### src/rtl/seq_pkg.sv
// seq_pkg: shared state encoding and instruction-type codes for the sequencer and control unit
package seq_pkg;
    localparam int PC_W_DEF = 10;
    typedef enum logic [2:0] {IDLE, FETCH, EXEC, MEM_WAIT, DONE} state_t;
    typedef enum logic [1:0] {ITYPE_R = 2'b00, ITYPE_M = 2'b01, ITYPE_B = 2'b10, ITYPE_S = 2'b11} itype_t;
endpackage

### src/rtl/seq_watchdog.sv
// seq_watchdog: loadable down-counter that flags an expired memory wait
module seq_watchdog #(
    parameter int TMO = 15
) (
    input  logic clk,
    input  logic rst_n,
    input  logic load,
    input  logic run,
    output logic expire
);
    logic [7:0] cnt;
    assign expire = run && cnt == 8'd0;
    // load leaves TMO-1 so the TMO-th waiting cycle is the one that expires
    always_ff @(posedge clk or negedge rst_n) begin
        if (!rst_n) cnt <= '0;
        else if (load) cnt <= 8'(TMO - 1);
        else if (run && cnt != 8'd0) cnt <= cnt - 8'd1;
    end
endmodule

### src/rtl/instr_sequencer.sv
// instr_sequencer: fetch/execute sequencer owning the PC, commit gating and run control
module instr_sequencer
    import seq_pkg::*;
#(
    parameter int PC_W     = PC_W_DEF,
    parameter int PROG_LEN = 1024,
    parameter int MEM_TMO  = 15,
    parameter int CNT_W    = 32
) (
    input  logic             clk,
    input  logic             rst_n,
    input  logic             start,
    input  logic             halt,
    input  logic             branch_en,
    input  logic [PC_W-1:0]  branch_tgt,
    input  logic             mem_op,
    input  logic             mem_ready,
    output logic [PC_W-1:0]  pc,
    output logic             exec_valid,
    output logic             mem_en,
    output logic             commit,
    output logic             busy,
    output logic             done,
    output logic             error,
    output logic [CNT_W-1:0] cycle_cnt
);
    localparam logic [PC_W-1:0] LAST_PC = PC_W'(PROG_LEN - 1);
    state_t state, state_n;
    logic [PC_W-1:0] pc_n;
    logic error_n, start_q, launch, last, wd_expire;
    assign launch     = start && !start_q && (state == IDLE || state == DONE);
    assign last       = pc == LAST_PC;
    assign exec_valid = state == EXEC;
    assign busy       = state inside {FETCH, EXEC, MEM_WAIT};
    assign done       = state == DONE;
    assign mem_en     = exec_valid && !halt && mem_op;
    assign commit     = (exec_valid && !halt && !mem_op) || (state == MEM_WAIT && mem_ready);
    seq_watchdog #(.TMO(MEM_TMO)) u_wd (
        .clk    (clk),
        .rst_n  (rst_n),
        .load   (mem_en),
        .run    (state == MEM_WAIT),
        .expire (wd_expire)
    );
    // next state, next PC and sticky error
    always_comb begin
        state_n = state;
        pc_n    = pc;
        error_n = error;
        case (state)
            IDLE, DONE: begin
                if (launch) begin
                    state_n = FETCH;
                    pc_n    = '0;
                    error_n = 1'b0;
                end
            end
            FETCH: state_n = EXEC;
            EXEC: begin
                if (halt) state_n = DONE;
                else if (mem_op) state_n = MEM_WAIT;
                else if (branch_en) begin
                    state_n = FETCH;
                    pc_n    = branch_tgt;
                end else begin
                    state_n = last ? DONE : FETCH;
                    pc_n    = last ? pc : pc + PC_W'(1);
                end
            end
            MEM_WAIT: begin
                if (mem_ready) begin
                    state_n = last ? DONE : FETCH;
                    pc_n    = last ? pc : pc + PC_W'(1);
                end else if (wd_expire) begin
                    state_n = DONE;
                    error_n = 1'b1;
                end
            end
            default: state_n = IDLE;
        endcase
    end
    // state, PC, error and start history registers
    always_ff @(posedge clk or negedge rst_n) begin
        if (!rst_n) begin
            state   <= IDLE;
            pc      <= '0;
            error   <= 1'b0;
            start_q <= 1'b0;
        end else begin
            state   <= state_n;
            pc      <= pc_n;
            error   <= error_n;
            start_q <= start;
        end
    end
    // saturating busy-cycle counter, cleared on launch
    always_ff @(posedge clk or negedge rst_n) begin
        if (!rst_n) cycle_cnt <= '0;
        else if (launch) cycle_cnt <= '0;
        else if (busy && !(&cycle_cnt)) cycle_cnt <= cycle_cnt + CNT_W'(1);
    end
endmodule

### config.mk
export PLATFORM = sky130hd
export DESIGN_NAME = instr_sequencer
export DESIGN_NICKNAME = d
export VERILOG_FILES = /design/src/rtl/seq_pkg.sv /design/src/rtl/seq_watchdog.sv /design/src/rtl/instr_sequencer.sv
export SDC_FILE = /design/constraint.sdc
export NUM_CORES = 1
export LEC_CHECK = 0
export BUFFER_PORTS_ARGS = -buffer_cell sky130_fd_sc_hd__buf_2
export CAP_MARGIN = 20
export CELL_PAD_IN_SITES_DETAIL_PLACEMENT = 0
export CELL_PAD_IN_SITES_GLOBAL_PLACEMENT = 1
export CORE_ASPECT_RATIO = 0.8
export CORE_UTILIZATION = 25
export DETAILED_ROUTE_END_ITERATION = 6
export GPL_TIMING_DRIVEN = 0
export PLACE_DENSITY = 0.61
export SLEW_MARGIN = 20
export SYNTH_ARGS = -nofsm -noshare
export SYNTH_HDL_FRONTEND = slang
export SYNTH_HIERARCHICAL = 1
export SYNTH_SLANG_ARGS = --single-unit
### constraint.sdc
create_clock -name clk -period 2 [get_ports clk]
set_input_delay 0.2 -clock clk [delete_from_list [all_inputs] [get_ports clk]]
set_output_delay 0.2 -clock clk [all_outputs]
set_load 0.01 [all_outputs]
==> results of run 1 <==
## sequential cells by signal, indices dropped and copies added (netlist names)
signal     flops
u_wd/cnt       8
pc            10
state          3
start_q        1
cycle_cnt     32
error          1
## logic make-up (layout without fill, tap and decap cells)
logic type      count (synthesis)  in the layout  share of synthesized area [%]
simple gates                  164            164                          28.32
compound gates                106            106                          20.50
flops                          55             55                          42.78
buf+inv                        29            139                          4.006
xor+xnor                        6              6                          1.634
mux                             5              5                          1.595
fa+ha+maj                       3              3                          1.167
## cells in the final DEF, fill, tap and decap left out, drive strengths merged, types with 3 or more instances in the layout
cell,synthesis,final
o21a,4,4
and4,5,5
nand2b,3,3
nor2b,3,3
nor4,7,7
dfrtp,55,55
or3,15,15
nand3,23,23
nand4,12,12
nor2,31,31
a21oi,31,31
mux2i,4,4
nor3,10,10
inv,13,13
clkbuf,11,16
o31ai,6,6
o21ai,32,32
and2,4,4
or2,3,3
xnor2,3,3
or4,11,11
and3,3,3
nand2,28,28
a2111o,3,3
buf,4,107
ha,3,3
o211ai,12,12
xor2,3,3
## final timing paths
check                      depth (start not counted)                         to  slack, ps                       from
max                                                6  cycle_cnt[30]$_DFFE_PN0P_        -30  cycle_cnt[16]$_DFFE_PN0P_
min                                                1          start_q$_DFF_PN0_         30                      start
max reg2reg                                        6  cycle_cnt[30]$_DFFE_PN0P_        -30  cycle_cnt[16]$_DFFE_PN0P_
min reg2reg                                        1       state[1]$_DFFE_PN0P_        490       state[2]$_DFFE_PN0P_
max in group asynchronous                          3   cycle_cnt[6]$_DFFE_PN0P_       1230                      rst_n
min in group asynchronous                          2  cycle_cnt[13]$_DFFE_PN0P_        270                      rst_n
## cell type report
cell class,count,share of cell area [%]
multi-input cells,284,42.94
flip-flops and latches,55,31.39
repair buffers,104,14.57
well taps,171,4.828
clock buffers,7,3.219
plain buffers,13,1.722
inverters,14,1.214
clock inverters,1,0.1129
## metrics by stage
stage,hold WS [ps],TNS [ps],util [%],area (um2)
after floorplan,-95.59,-32.34,-,3246
after global placement,326.4,-10850,30.63,3780
after detailed placement,42.92,-11680,30.87,3810
after CTS,17.87,0,34.42,4248
after global routing,24.61,-559.2,35.91,4432
final,27.62,-52.03,35.91,4432
## per-layer routing
layer  global-route usage [%]  vias to the layer above  part of all wire (%)
met4                    4.887                        0                   1.7
met1                    21.49                     1567                    49
met3                    2.829                       13                   4.0
met5                        0                        -                     0
met2                    24.95                       76                    45
li1                         -                     1610                     -
## power by group
part	internal [W]	switching, W	leakage (nW)	total (W)
combinational	0.000671	0.000907	1.18	0.00158
sequential	0.00133	0.000285	0.721	0.00161
clock	0.000499	0.000411	0.0739	0.000910
total	0.00250	0.00160	1.97	0.00410
## repair_timing
item | 4_1_cts | 5_1_grt
hold buffers | 1 | 0
setup buffers | 29 | 10
pin swaps | 13 | 5
setup endpoints to repair | 43 | 29
resized for setup | 23 | 23
cloned | 0 | 0
endpoints found under the hold margin | 42 | 0
## worst max-delay path: cells and delay by family (launching register included)
| family | cells | cell delay, ps |
|---|---|---|
| compound gates | 1 | 130 |
| buf+inv | 1 | 200 |
| flops | 1 | 360 |
| simple gates | 4 | 1270 |
==> impl_metrics.env, run 1 <==
export IMPL_fin_nets=497
export IMPL_die_h_um=103.5
export IMPL_fin_crit_ps=2027
export IMPL_rows=36
export IMPL_power_per_cell_area_nw_per_um2=924.9
export IMPL_first_global_vias=3043
export IMPL_io_buffers=64
export IMPL_max_freq_ghz=0.4933
export IMPL_ys_types=60
export IMPL_die_x_um=128.8
export IMPL_ys_warn_count=6
export IMPL_dp_slack_ps=-504.8
export IMPL_seq_area_frac_synth_pct=42.78
export IMPL_crit_path_cell_trace="nand4_1 -> buf_4 -> nor3_4 -> or4b_4 -> or3_1 -> a21oi_2"
export IMPL_fin_ws_ps=-27.10
export IMPL_wire_per_inst_um=15.41
export IMPL_avgSynthCellArea_um2=8.741
export IMPL_cts_tree="done"
export IMPL_rsz0062_at_grt="yes"
export IMPL_cts_made_buffers=5
export IMPL_initial_utilization_pct=26.06
export IMPL_diodes=0
export IMPL_drive_gt1_share_pct=35.36
export IMPL_slew_headroom_pct=60.07
export IMPL_p_leak_nw=1.972
export IMPL_crit_arrival_ps=2240
export IMPL_synth_ff_type="dfrtp_1"
export IMPL_violations="setup timing"
export IMPL_setup_worst_path_class="reg -> reg"
export IMPL_ant_nets=0
export IMPL_clock_path_buffers=2
export IMPL_grt_total_usage_pct=15.60
export IMPL_synthDominantCellAreaShare_pct=42.78
export IMPL_regArea_um2=1391
export IMPL_final_cells=649
export IMPL_dr_pass1_iters=4
export IMPL_clock_skew_ps=8.332
export IMPL_slew_violations=0
export IMPL_yosys_top_cells_area="dfrtp_1 (43%), a21oi_1 (4.8%), nor2_1 (3.6%)"
export IMPL_cap_viol_max_count=0
export IMPL_synth_fp_nets=388
export IMPL_fin_crit_sh_pct=101.4
export IMPL_cts_root_buf="clkbuf_16"
export IMPL_finalPower_w=0.004099
export IMPL_status="finished, violations left"
export IMPL_grt_antenna_before_repair=0
export IMPL_hpwl_um=6749
export IMPL_synth_common_cells="dfrtp_1 (55), a21oi_1 (31), nor2_1 (31), nand2_1 (27), nand3_1 (23)"
export IMPL_grt_max_degree=49
export IMPL_hold_viol_final=0
export IMPL_core_region_area_um2=12340
export IMPL_dp_cells=604
export IMPL_netlist_area_um2=3217
export IMPL_wl_um=10000
export IMPL_nFillCells=1304
export IMPL_drc=0
export IMPL_clk_pin_slew_worst_paths_ps=70
export IMPL_num_vias=3266
export IMPL_worst_setup_path_start_kind="flop"
export IMPL_peakVddDrop_v=0.0004346
export IMPL_yosysMostFrequentCell="dfrtp_1"
export IMPL_syn_inst=368
export IMPL_worst_slew_pin_slew_ps=599.0
export IMPL_async_flop_share_pct=100.0
export IMPL_synth_edff_count=0
export IMPL_multi_input_area_um2=1903
export IMPL_drt_iter0_markers=200
export IMPL_h_tree_depth=2
export IMPL_dieArea_um2=13330
export IMPL_vias_per_cell=5.032
export IMPL_cp_max_fo=8
export IMPL_ys_ff_latch=55
export IMPL_crit_path_max_incr_delay_ps=550
export IMPL_io_pins=65
export IMPL_grt_pass1_wl_um=16000
export IMPL_synth_top_area_cell="dfrtp_1"
export IMPL_required_ps=2220
export IMPL_setup_violations=2
export IMPL_gp_congestion=0.7883
export IMPL_cts_num_sinks=55
export IMPL_clock_latency_ps=300
export IMPL_hp_class="in -> reg"
export IMPL_syn_to_final_growth_pct=37.77
export IMPL_cp_end_kind="flop"
export IMPL_overflow=0
export IMPL_crit_slowest_cell="or4b_4"
(Power assumes the default switching activity.)
==> run 2, diff against run 1 <==
--- a/config.mk
+++ b/config.mk
@@ -17,5 +17,4 @@
 export SLEW_MARGIN = 20
 export SYNTH_ARGS = -nofsm -noshare
 export SYNTH_HDL_FRONTEND = slang
-export SYNTH_HIERARCHICAL = 1
 export SYNTH_SLANG_ARGS = --single-unit
==> impl_metrics.env, run 2 <==
export IMPL_rsz0062_at_grt="yes"
export IMPL_grt_antenna_before_repair=0
export IMPL_layout_common_cells="buf_2 (65), dfrtp_1 (48), nor2_1 (32)"
export IMPL_slew_headroom_pct=49.50
export IMPL_synth_common_cells="dfrtp_1 (55), nor2_1 (34), nand2_1 (29), nand3_1 (23), o21ai_0 (21)"
export IMPL_crit_path_max_incr_delay_ps=520
export IMPL_synth_top_area_cell="dfrtp_1"
export IMPL_startpoint="cycle_cnt[0]$_DFFE_PN0P_"
export IMPL_peakVddDrop_v=0.0003570
export IMPL_cp_end_kind="flop"
export IMPL_synth_ff_type="dfrtp_1"
export IMPL_clock_latency_ps=300
export IMPL_fin_crit_ps=1974
export IMPL_yosysMostFrequentCell="dfrtp_1"
export IMPL_synth_edff_count=0
export IMPL_io_pins=65
export IMPL_worst_slew_pin_slew_ps=757.6
export IMPL_dpl_cell_area_um2=3765
export IMPL_gp_congestion=0.7629
export IMPL_dr_pass1_iters=4
export IMPL_drive_gt1_share_pct=31.04
export IMPL_crit_arrival_ps=2200
export IMPL_fin_crit_sh_pct=98.71
export IMPL_cts_hold_buf=0
export IMPL_postLayoutCellArea_um2=4222
export IMPL_diodes=0
export IMPL_max_freq_ghz=0.5065
export IMPL_r2r_end="cycle_cnt[25]$_DFFE_PN0P_"
export IMPL_hp_class="in -> async"
export IMPL_ys_types=55
export IMPL_final_cells=622
export IMPL_syn_inst=363
export IMPL_vias_per_cell=5.003
export IMPL_synth_xor_area_share_pct=4.341
export IMPL_synth_fp_nets=384
export IMPL_cts_root_buf="clkbuf_16"
export IMPL_synthAdderAreaFrac_pct=1.550
export IMPL_largest_reg_flops=32
export IMPL_h_tree_depth=2
export IMPL_violations="hold timing"
export IMPL_r2r_start="cycle_cnt[0]$_DFFE_PN0P_"
export IMPL_overflow=0
export IMPL_power_per_cell_area_nw_per_um2=878.2
export IMPL_wl_um=10060
export IMPL_status="finished, violations left"
export IMPL_required_ps=2220
export IMPL_grt_max_degree=56
export IMPL_synthDominantCellAreaShare_pct=42.64
export IMPL_crit_path_cell_trace="ha_2 -> and3_4 -> a2111o_1 -> or4_1 -> a21oi_1"
export IMPL_reg2reg_depth=5
export IMPL_synth_compound_area_share_pct=16.63
export IMPL_worst_setup_path_start_kind="flop"
export IMPL_cts_num_sinks=55
export IMPL_crit_slowest_cell="a2111o_1"
export IMPL_cap_viol_max_count=0
export IMPL_r2r_slack_ps=30
export IMPL_rows=36
export IMPL_initial_utilization_pct=26.06
export IMPL_seq_area_frac_synth_pct=42.64
export IMPL_die_x_um=129.0
export IMPL_cp_max_fo=6
export IMPL_setup_violations=0
export IMPL_syn_to_final_growth_pct=30.78
export IMPL_netlist_area_um2=3228
export IMPL_top_regs="cycle_cnt (32), pc (10), u_wd.cnt (8)"
export IMPL_fin_nets=471
export IMPL_core_region_area_um2=12390
export IMPL_setup_worst_path_class="reg -> reg"
export IMPL_avgSynthCellArea_um2=8.893
export IMPL_final_common_cell="buf_2"
export IMPL_synthMuxAreaShare_pct=3.798
export IMPL_num_vias=3112
export IMPL_p_leak_nw=1.930
export IMPL_hold_viol_final=41
export IMPL_grt_total_usage_pct=15.12
export IMPL_synthSimpleGateAreaFrac_pct=27.75
export IMPL_cts_tree="done"
export IMPL_clock_path_buffers=2
export IMPL_clock_skew_ps=7.719
export IMPL_clk_pin_slew_worst_paths_ps=70
export IMPL_slew_violations=0
export IMPL_async_flop_share_pct=100.0
export IMPL_top_register="cycle_cnt"
export IMPL_hold_worst_slack_ps=-33.86
export IMPL_wire_per_inst_um=16.18
export IMPL_drt_iter0_markers=206
export IMPL_hpwl_um=7122
export IMPL_critPathCapture="cycle_cnt[25]$_DFFE_PN0P_"
export IMPL_ys_warn_count=0
export IMPL_setup_tns_ps=0
export IMPL_first_global_vias=2946
export IMPL_dieArea_um2=13370
export IMPL_grt_pass1_wl_um=15880
export IMPL_ant_nets=0
export IMPL_cts_made_buffers=5
export IMPL_yosys_top_cells_area="dfrtp_1 (43%), nor2_1 (4.0%), xnor2_1 (3.8%)"
export IMPL_synth_top_family_by_area="simple AND/OR/NAND/NOR gates"
export IMPL_dp_cells=598
export IMPL_die_h_um=103.6
export IMPL_ys_ff_latch=55
export IMPL_io_buffers=64
export IMPL_drc=0
[run 2: changes by cell type in the layout (fill, tap and decap cells not counted), moves of 6 or more]
cell,change
a21oi_1,-11
and3_1,+6
buf_4,-18
mux2i_1,+6
nand2b_1,+7
o21ai_1,-8
or4_1,-8
xnor2_1,+11
[run 2: what timing repair did]
item | 4_1_cts | 5_1_grt
setup buffers | 10 | 11
setup endpoints to repair | 49 | 31
gates resized for setup | 28 | 27
pin swaps | 3 | 9
[run 2: where the power goes]
group	internal, W	switching (W)
logic	0.000557	0.000750
registers	0.00129	0.000236
clock network	0.000465	0.000407
total	0.00231	0.00139
[run 2: worst max-delay path: cells and delay by family (launching register included)]
kind                       cells  cell delay [ps]
DFF                            1              420
AOI/OAI and AO/OA              2              670
adders and majority gates      1              210
and+or+nand+nor                2              600
[run 2: routing by layer]
metal | routed length [um] | track usage (%) | up-vias
met1 | 5098 | 22.50 | 1522
met3 | 529 | 2.944 | 5
met4 | 64 | 3.025 | 0
li1 | - | - | 1523
met5 | 0 | 0 | -
met2 | 4370 | 22.47 | 62
[run 2: worst min path at each step]
stage,to,cells after the start
5_1_grt,cycle_cnt[6]$_DFFE_PN0P_,1
3_5_place_dp,cycle_cnt[6]$_DFFE_PN0P_,1
2_1_floorplan,cycle_cnt[0]$_DFFE_PN0P_,0
3_3_place_gp,start_q$_DFF_PN0_,1
4_1_cts,cycle_cnt[6]$_DFFE_PN0P_,1
6_report,cycle_cnt[6]$_DFFE_PN0P_,1
[run 2: cell type report]
type / instances / area, um2
sequential: 55 / 1385
tap: 171 / 214.0
multi-input combinational: 283 / 1903
clock inverter: 1 / 5.005
inverter: 10 / 37.54
buffer: 10 / 62.56
fill: 1320 / 8165
timing repair buffer: 85 / 481.7
clock buffer: 7 / 132.6
[run 2: logic make-up (layout without fill, tap and decap cells)]
group / count (synthesis) / in the layout
and+or+nand+nor: 169 / 169
AOI/OAI and AO/OA: 82 / 82
DFF: 55 / 55
buffers and inverters: 25 / 113
xor gates and xnor gates: 16 / 16
muxes: 12 / 12
adders and majority gates: 4 / 4
[run 2: per-stage QoR]
stage / worst slack (ps) / total power, W / util (%)
after detailed placement: -398.6 / 0.002636 / 30.39
final: 25.76 / 0.003707 / 34.08
after CTS: 1.414 / 0.003665 / 32.85
after floorplan: 7.023 / 0.002197 / -
after global placement: -390.9 / 0.002618 / 30.37
after global routing: -31.24 / 0.003962 / 34.08
==> run 3, diff against run 2 <==
--- a/config.mk
+++ b/config.mk
@@ -7,13 +7,13 @@
 export LEC_CHECK = 0
 export BUFFER_PORTS_ARGS = -buffer_cell sky130_fd_sc_hd__buf_2
 export CAP_MARGIN = 20
-export CELL_PAD_IN_SITES_DETAIL_PLACEMENT = 0
-export CELL_PAD_IN_SITES_GLOBAL_PLACEMENT = 1
 export CORE_ASPECT_RATIO = 0.8
 export CORE_UTILIZATION = 25
+export CTS_BUF_LIST = sky130_fd_sc_hd__clkbuf_8
 export DETAILED_ROUTE_END_ITERATION = 6
 export GPL_TIMING_DRIVEN = 0
-export PLACE_DENSITY = 0.61
+export MAX_ROUTING_LAYER = met4
+export PLACE_DENSITY = 0.5
 export SLEW_MARGIN = 20
 export SYNTH_ARGS = -nofsm -noshare
 export SYNTH_HDL_FRONTEND = slang
==> impl_metrics.env, run 3 (synthesis results as in run 2) <==
export IMPL_grt_antenna_before_repair=0
export IMPL_p_sw_w=0.001373
export IMPL_syn_to_final_growth_pct=32.25
export IMPL_ant_nets=0
export IMPL_fin_crit_sh_pct=97.57
export IMPL_seq_power_share_pct=41.1
export IMPL_drive_gt1_share_pct=32.46
export IMPL_setup_violations=0
export IMPL_top_register="cycle_cnt"
export IMPL_grt_max_degree=56
export IMPL_cts_made_buffers=5
export IMPL_overflow=0
export IMPL_worst_slew_pin_slew_ps=740.0
export IMPL_fin_ws_ps=48.60
export IMPL_cp_max_fo=6
export IMPL_diodes=0
export IMPL_die_x_um=129.0
export IMPL_clkPwrFrac_pct=21.8
export IMPL_cp_end_kind="flop"
export IMPL_clock_skew_ps=8.299
export IMPL_internal_power_w=0.002280
export IMPL_cts_root_buf="clkbuf_8"
export IMPL_hp_class="in -> reg"
export IMPL_slew_headroom_pct=50.67
export IMPL_status="completed"
export IMPL_crit_arrival_ps=2160
export IMPL_peakVddDrop_v=0.0003082
export IMPL_final_common_cell="buf_2"
export IMPL_worst_setup_path_start_kind="flop"
export IMPL_top_layer="met4"
export IMPL_die_h_um=103.6
export IMPL_io_pins=65
export IMPL_hold_viol_final=0
export IMPL_drc=0
export IMPL_num_vias=3254
export IMPL_layout_common_cells="buf_2 (66), dfrtp_1 (48), nor2_1 (33)"
export IMPL_initial_utilization_pct=26.06
export IMPL_gp_congestion=0.8061
export IMPL_setup_worst_path_class="reg -> reg"
export IMPL_dp_slack_ps=-413.2
export IMPL_fin_nets=479
export IMPL_wl_met2_um=4382
export IMPL_cts_num_sinks=55
export IMPL_hpwl_um=6937
export IMPL_dr_wl_met3_um=472
export IMPL_drt_met1_wl_um=5128
export IMPL_grt_total_usage_pct=15.71
export IMPL_rows=36
export IMPL_slew_violations=0
export IMPL_nFillCells=1278
export IMPL_io_buffers=64
export IMPL_core_region_area_um2=12390
export IMPL_rsz0062_at_grt="yes"
export IMPL_clock_latency_ps=310
export IMPL_wire_per_inst_um=15.99
export IMPL_first_global_vias=3079
export IMPL_h_tree_depth=2
export IMPL_clk_pin_slew_worst_paths_ps=110
export IMPL_p_leak_nw=1.969
export IMPL_drt_iter0_markers=230
export IMPL_vias_per_cell=5.165
export IMPL_wl_um=10070
export IMPL_grt_pass1_wl_um=16150
export IMPL_dr_pass1_iters=4
export IMPL_fin_crit_ps=1951
export IMPL_swShare_pct=37.58
export IMPL_cts_tree="done"
export IMPL_cap_viol_max_count=0
export IMPL_whs_path_depth=1
export IMPL_reg2reg_depth=6
export IMPL_largest_reg_flops=32
export IMPL_dieArea_um2=13370
export IMPL_combPwrFrac_pct=37.1
export IMPL_setup_tns_ps=0
export IMPL_max_freq_ghz=0.5125
export IMPL_clock_path_buffers=2
export IMPL_required_ps=2210
export IMPL_top_regs="cycle_cnt (32), pc (10), u_wd.cnt (8)"
export IMPL_power_per_cell_area_nw_per_um2=855.7
[run 3: changes by cell type in the layout (fill, tap and decap cells not counted), sizes merged]
cell / delta
buf: +8
bufinv: +1
clkbuf: -3
dlygate4sd3: +1
a2111o: +1
[run 3: cell type report]
type | instances | area [um2] | share of cell area (%)
Buffer | 11 | 66.31 | 1.553
Clock buffer | 6 | 82.58 | 1.934
Clock inverter | 2 | 35.03 | 0.8206
Inverter | 10 | 37.54 | 0.8793
Multi-Input combinational cell | 284 | 1904 | 44.61
Sequential cell | 55 | 1385 | 32.44
Tap cell | 171 | 214.0 | 5.012
Timing Repair Buffer | 91 | 544.3 | 12.75
[run 3: power by group through the flow]
stage	logic, W	registers [W]	clock network [W]
floorplan	0.000690	0.00151	0
global placement	0.00108	0.00152	0
detailed placement	0.00109	0.00153	0
CTS	0.00134	0.00149	0.000824
global route	0.00150	0.00153	0.000871
finish	0.00135	0.00150	0.000798
[run 3: critical path, cell delays in order, from the launching register on]
cell	delay [ps]
dfrtp_1	410
ha_2	210
and3_4	180
a2111o_1	440
buf_4	180
buf_4	130
o31ai_1	300
[run 3: worst paths after layout]
check | start | end | slack [ps]
min | start | start_q$_DFF_PN0_ | 20
min in group asynchronous | rst_n | cycle_cnt[6]$_DFFE_PN0P_ | 480
max | cycle_cnt[0]$_DFFE_PN0P_ | cycle_cnt[31]$_DFFE_PN0P_ | 50
max reg2reg | cycle_cnt[0]$_DFFE_PN0P_ | cycle_cnt[31]$_DFFE_PN0P_ | 50
max in group asynchronous | rst_n | state[2]$_DFFE_PN0P_ | 980
min reg2reg | u_wd.cnt[3]$_DFFE_PN0P_ | u_wd.cnt[3]$_DFFE_PN0P_ | 510
[run 3: per-layer routing]
metal	global-route usage [%]	up-vias
li1	-	1545
met1	22.32	1620
met2	22.97	78
met3	2.996	11
met4	3.361	0
met5	-	-
[run 3: through the flow]
stage                     area [um2]  total power (W)  util [%]  std cells  hold slack, ps
final                           4269         0.003653     34.46        630           17.15
after global routing            4269         0.003904     34.46        630           5.673
after CTS                       4159         0.003646     33.58        627           5.295
after detailed placement        3765         0.002618     30.39        598           323.5
after global placement          3762         0.002603     30.37        598           330.9
after floorplan                 3228         0.002197         -        363          -95.59
[run 3: timing repair]
item / in CTS / in global routing
hold endpoints to repair: 55 / 0
buffers inserted: 21 / 5
endpoints found under the setup margin: 52 / 46
resized for setup: 29 / 26
cloned: 1 / 0
pin swaps: 7 / 8
hold buffers: 1 / 0
